[src/rtl/clk_div_ratio_ctrl.sv]
// Glitch-free programmable clock divider: 50%-duty output at an even ratio,
// ratio updates over valid/ready applied only at a falling period boundary.
module clk_div_ratio_ctrl #(
  parameter int DIV_W       = 8,
  parameter int DEFAULT_DIV = 4
) (
  input  logic             clk,
  input  logic             rst,
  input  logic             en,
  input  logic             cfg_valid,
  input  logic [DIV_W-1:0] cfg_div,
  output logic             cfg_ready,
  output logic             cfg_err,
  output logic             clk_out,
  output logic             rise_pulse,
  output logic [DIV_W-1:0] cur_div,
  output logic             busy
);

  typedef enum logic [1:0] {IDLE, RUN, DRAIN} state_t;

  localparam logic [DIV_W-2:0] CNT_ONE = 1;

  state_t           state_q;
  logic [DIV_W-2:0] count_q;
  logic [DIV_W-1:0] cur_div_q;
  logic [DIV_W-1:0] pend_div_q;
  logic             pend_valid_q;
  logic             clk_out_q;
  logic             rise_q;
  logic             cfg_err_q;

  logic [DIV_W-2:0] half;
  logic             accept;
  logic             legal;
  logic             toggle;

  // Even, at least 2, and not the all-ones code.
  function automatic logic is_legal(input logic [DIV_W-1:0] n);
    return (n[0] == 1'b0) && (n[DIV_W-1:1] != '0) && (n != '1);
  endfunction

  assign half   = cur_div_q[DIV_W-1:1];
  assign accept = cfg_valid && !pend_valid_q;
  assign legal  = is_legal(cfg_div);
  assign toggle = (count_q == (half - CNT_ONE));

  always_ff @(posedge clk) begin
    if (accept && legal) begin
      pend_div_q <= cfg_div;
    end
  end

  always_ff @(posedge clk) begin
    if (rst) begin
      state_q      <= IDLE;
      count_q      <= '0;
      cur_div_q    <= DIV_W'(DEFAULT_DIV);
      pend_valid_q <= 1'b0;
      clk_out_q    <= 1'b0;
      rise_q       <= 1'b0;
      cfg_err_q    <= 1'b0;
    end else begin
      cfg_err_q <= accept && !legal;
      rise_q    <= 1'b0;

      case (state_q)
        IDLE: begin
          count_q   <= '0;
          clk_out_q <= 1'b0;
          // A ratio left pending by a low-phase stop is applied here.
          if (pend_valid_q) begin
            cur_div_q    <= pend_div_q;
            pend_valid_q <= 1'b0;
          end
          if (accept && legal) begin
            cur_div_q <= cfg_div;
          end
          if (en) begin
            state_q <= RUN;
          end
        end

        RUN, DRAIN: begin
          if (state_q == RUN && !en && !clk_out_q) begin
            state_q <= IDLE;
            count_q <= '0;
          end else if (toggle) begin
            count_q   <= '0;
            clk_out_q <= !clk_out_q;
            rise_q    <= !clk_out_q;
            if (clk_out_q) begin
              if (pend_valid_q) begin
                cur_div_q    <= pend_div_q;
                pend_valid_q <= 1'b0;
              end
              state_q <= en ? RUN : IDLE;
            end else begin
              state_q <= RUN;
            end
          end else begin
            count_q <= count_q + CNT_ONE;
            state_q <= en ? RUN : DRAIN;
          end
          if (accept && legal) begin
            pend_valid_q <= 1'b1;
          end
        end

        default: state_q <= IDLE;
      endcase
    end
  end

  assign cfg_ready  = !pend_valid_q;
  assign cfg_err    = cfg_err_q;
  assign clk_out    = clk_out_q;
  assign rise_pulse = rise_q;
  assign cur_div    = cur_div_q;
  assign busy       = (state_q != IDLE) || pend_valid_q;

endmodule

[config.mk]
export PLATFORM = sky130hd
export DESIGN_NAME = clk_div_ratio_ctrl
export DESIGN_NICKNAME = d
export VERILOG_FILES = /design/src/rtl/clk_div_ratio_ctrl.sv
export SDC_FILE = /design/constraint.sdc
export NUM_CORES = 1
export LEC_CHECK = 0
export CAP_MARGIN = 20
export CORE_AREA = 2 2 63 65
export CTS_CLUSTER_DIAMETER = 120
export DETAILED_ROUTE_END_ITERATION = 12
export DIE_AREA = 0 0 65 67
export GPL_ROUTABILITY_DRIVEN = 0
export HOLD_SLACK_MARGIN = 0.15
export PLACE_DENSITY = 0.78
export RECOVER_POWER = 25
export SLEW_MARGIN = 20
export SYNTH_ARGS = -nofsm -noshare
export SYNTH_HDL_FRONTEND = slang
export SYNTH_SLANG_ARGS = --single-unit
[constraint.sdc]
create_clock -name clk -period 3.63 [get_ports clk]
set_input_delay 0.726 -clock clk [delete_from_list [all_inputs] [get_ports clk]]
set_output_delay 0.726 -clock clk [all_outputs]
set_load 0.01 [all_outputs]
; ---- Word level (Yosys, flattened, before mapping)
; Cells that the tools add are included.
[classes]
bitwise_logic = 3
n_reduce_logical = 21
addsub = 2
n_eq_ne = 11
n_mux = 24
[op_table]
columns = op, n
row1 = $mux 8, 5
row2 = $pmux 8 s2, 1
row3 = $mux 7, 2
row4 = $pmux 7 s2, 1
row5 = $ne 3x3->1 const B, 3
row6 = $mux 1, 8
row7 = $mux 2, 4
row8 = $ne 2x2->1 const B, 4
row9 = $ne 8x8->1 const B, 1
row10 = $reduce_and 4->1, 2
row11 = $add 7x1->7 const B, 1
row12 = $eq 7x7->1, 1
row13 = $logic_and 1x1->1, 7
row14 = $reduce_bool 7->1, 1
row15 = $sub 7x1->7 const B, 1
row16 = $logic_not 1->1, 4
row17 = $pmux 1 s2, 2
row18 = $pmux 2 s2, 1
row19 = $reduce_bool 2->1, 2
row20 = $reduce_or 4->1, 1
row21 = $not 1->1, 3
row22 = $reduce_and 3->1, 1
row23 = $eq 2x1->1 const B, 1
row24 = $eq 2x2->1 const B, 1
row25 = other kinds (3), 3
[word_totals]
regBits = 29
word_cells = 69

; ---- Logic depth before layout (Yosys ltp)
[depth]
word_depth = 6
depth_mapped = 8
ltp_nobuf = 8

; ---- Least setup slack after synthesis
; Ideal clock, no wire load.
[synth_timing]
path_type = register to register
startpoint = register cur_div_q[1] (netlist: cur_div[1])
endpoint = register cur_div_q[2] (netlist: cur_div[2])
t_arrival_ps = 2325
slack_ps = 1185
setup_time_ps = 120
stages_incl_launch_ff = 8
n_path_buf = 0
cell_sequence = dfxtp_1 -> inv_1 -> ha_1 -> or3b_1 -> or4_1 -> a32oi_2 -> a41oi_2 -> a211o_1
[synth_via]
elab_chain_cells = 4
[synth_lines]
columns = element, line
row1 = start: declaration, 26  ; logic [DIV_W-1:0] cur_div_q;
row2 = start signal: assignment, 58  ; cur_div_q <= DIV_W'(DEFAULT_DIV);
row3 = start signal: assignment, 73  ; cur_div_q <= pend_div_q;
row4 = start signal: assignment, 77  ; cur_div_q <= cfg_div;
row5 = $sub 7x1->7, 46  ; assign toggle = (count_q == (half - CNT_ONE));
row6 = $eq 7x7->1, 46
row7 = $ne 2x2->1 (no source line), -
row8 = $reduce_and 4->1 (no source line), -
; Every way passes these cells.
; A chain may end at the register's enable or synchronous reset.

; ---- Final worst setup path
; Ends and elaborated chain as after synthesis.

==> results.json <==
{
  "swShare_pct": 27.81,
  "synth_edf_count": 8,
  "grtUsageTotal_pct": 16.78,
  "critPathLaunchType": "flop",
  "status": "finished, final reports clean",
  "combPwrFrac_pct": 17.9,
  "portBuffers": 24,
  "syn-cell-area_sq_mm": 0.001594,
  "cp.arrival_ps": 2840,
  "core_area_sq_mm": 0.003606,
  "crit_type": "flop to flop",
  "clkLatencyLatePin_ps": 290,
  "htreeDepth": 2,
  "drive_above_1_share_pct": 7.177,
  "clk_pin_slew_worst_paths_ps": 60,
  "seqPwrFrac_pct": 48.0,
  "drv_cap": 0,
  "grt_max_degree": 24,
  "avgViaCountPerCell": 5.350,
  "synthTopCellsByArea": "dfxtp_1, edfxtp_1, mux2i_1",
  "crit_slowest_cell": "or4_1",
  "globalRoute.totalOverflow": 0,
  "die_h_microns": 67,
  "crit_buf_inv": 1,
  "cts_hold_buf": 0,
  "vias": 1375,
  "post-route-drc-count": 0,
  "grt_pass1_wl_microns": 5368,
  "rsz0062_at_grt": "no",
  "internal-power_w": 0.0005416,
  "worstMarginPinSlew_ps": 832.3,
  "io_pins": 25,
  "fin_hold_ws_ps": 499.6,
  "fin_setup_tns_ps": 0,
  "yosysTopAreaCellShare_pct": 26.37,
  "n_fill_cell": 341,
  "fin_crit_sh_pct": 73.21,
  "post-cts-setup-buffers": 0,
  "worstHoldPathType": "flop to flop",
  "dp.final_hpwl_microns": 2435,
  "crit_chain": "inv_1 -> ha_1 -> or3b_1 -> or4_1 -> a32oi_2 -> a41oi_2 -> a211o_1",
  "root_buffer": "clkbuf_8",
  "p_leak_nw": 0.6703,
  "cts.sinks": 29,
  "avgSynthCellArea_sq_um": 8.758,
  "peakVddDrop_mv": 0.2339,
  "first_pass_iters": 4,
  "antenna_cells": 0,
  "grt_pass1_vias": 1202,
  "yosysMostFrequentCell": "nand2_1",
  "finalWirelength_microns": 3429,
  "cpPeakStageDelay_ps": 430,
  "synth_commonest_cells": "nand2_1, dfxtp_1, nor2_1, a21oi_1, mux2i_1",
  "crit_family": "compound AO/OA/AOI/OAI gates",
  "end_kind": "flop",
  "p_switching_w": 0.0002086,
  "clk_path_buf_depth": 2,
  "die_area_sq_mm": 0.004355,
  "drv_slew": 0,
  "synth_flop_cell": "dfxtp_1",
  "wl_per_cell_microns": 13.34,
  "numCtsBuffers": 5,
  "synth_top_area_cell": "dfxtp_1",
  "yosysSeqAreaShare_pct": 41.44,
  "core.rowCount": 22,
  "power_frac_clock_pct": 34.1,
  "cellPowerDensity_mw_per_mm2": 381.4,
  "die_x_microns": 65,
  "ys_warn_count": 0,
  "drt_iter0_drc": 46,
  "start_util_pct": 44.21,
  "setup_violations": 0,
  "cp_max_fo": 9,
  "skew_ps": 5.003,
  "finalHoldViolations": 0,
  "fin_nets": 225,
  "slew-limit-headroom_pct": 44.34,
  "synth_nets": 199,
  "fmax_mhz": 376.3,
  "register_area_sq_um": 660.6,
  "antenna_found_initial": 0,
  "multiInputGateArea_sq_um": 885.9,
  "synth_seq_cells": 29,
  "async_reset_ff_share_pct": 0,
  "crit_required_ps": 3810,
  "tritoncts": "yes",
  "ant_nets": 0,
  "ys_types": 37,
  "period_minus_slack_ps": 2657,
  "syn2layout_area_growth_pct": 23.39,
  "cts_resized": 0,
  "synthCells": 182
}
layer usage:
metal  track usage (%)  wire length (microns)
met5                 0                      0
met4             8.777                     74
met3             5.236                    144
met2             26.42                   1586
met1             20.52                   1623
power by group through the flow:
stage	Combinational (W)	Sequential (W)	Clock, W
global placement	0.000134	0.000367	0
finish	0.000134	0.000360	0.000256
detailed placement	0.000135	0.000367	0
CTS	0.000136	0.000360	0.000263
floorplan	0.0000847	0.000366	0
global route	0.000147	0.000362	0.000274
worst register-to-register path, stage by stage, from the launching register on:
cell,delay (ps)
dfxtp_1,370
inv_1,80
ha_1,180
or3b_1,400
or4_1,430
a32oi_2,330
a41oi_2,390
a211o_1,380
flip-flops by register name, indices dropped and copies added, names as in the netlist:
name,count
pend_valid_q,1
cur_div,8
clk_out,1
pend_div_q,8
cfg_err,1
state_q,2
rise_pulse,1
count_q,7
cells in the final DEF (no fill, tap or decap), types with 2 or more instances in the layout:
master           instances
a211o_1                  2
a21oi_1                 15
a31oi_1                  4
and2_1                   2
clkbuf_8                 5
clkdlybuf4s50_1         13
clkinv_2                 2
dfxtp_1                 21
dlygate4sd3_1           11
edfxtp_1                 8
ha_1                     5
inv_1                    8
mux2i_1                 13
nand2_1                 22
nand2b_1                 2
nand3_1                  9
nor2_1                  17
nor2b_1                  3
nor3_1                   7
nor4_1                   2
o21ai_0                 10
o31ai_1                  2
or2_2                    2
or4_1                    2
xnor2_1                  6
final cells by class:
cell class,instances,area share (%)
timing repair buffer,25,12.60
clock buffer,6,3.690
inverter,8,1.527
tap,48,3.053
multi-input combinational,139,45.04
sequential,29,33.59
clock inverter,2,0.5089
cells by family (layout without fill, tap and decap cells):
kind of cell / after synthesis / in the layout / synth area share (%)
xor gates and xnor gates: 7 / 7 / 3.846
and+or+nand+nor: 74 / 74 / 23.16
AOI/OAI and AO/OA: 40 / 40 / 16.09
muxes: 13 / 13 / 8.163
DFF: 29 / 29 / 41.44
adders and majority gates: 5 / 5 / 3.925
buffers and inverters: 14 / 41 / 3.375
path summary, 6_finish.rpt:
path,startpoint,depth (start not counted),endpoint,slack (ps)
worst min register to register,cur_div[0],2,cur_div[0],500
worst max-delay path,cur_div[1],7,cur_div[2],970
worst max register to register,cur_div[1],7,cur_div[2],970
worst min-delay path,cur_div[0],2,cur_div[0],500
stage by stage:
stage | setup WS (ps) | instance area [sq um] | util, % | total power, W | cells
3_5_place_dp | 1002 | 1884 | 52.26 | 0.0005022 | 249
2_1_floorplan | 1185 | 1594 | - | 0.0004506 | 182
3_3_place_gp | 1062 | 1884 | 52.26 | 0.0005005 | 249
4_1_cts | 982.1 | 1967 | 54.55 | 0.0007596 | 257
5_1_grt | 791.3 | 1967 | 54.55 | 0.0007831 | 257
6_report | 972.6 | 1967 | 54.55 | 0.0007502 | 257
(Power assumes the default switching activity.)
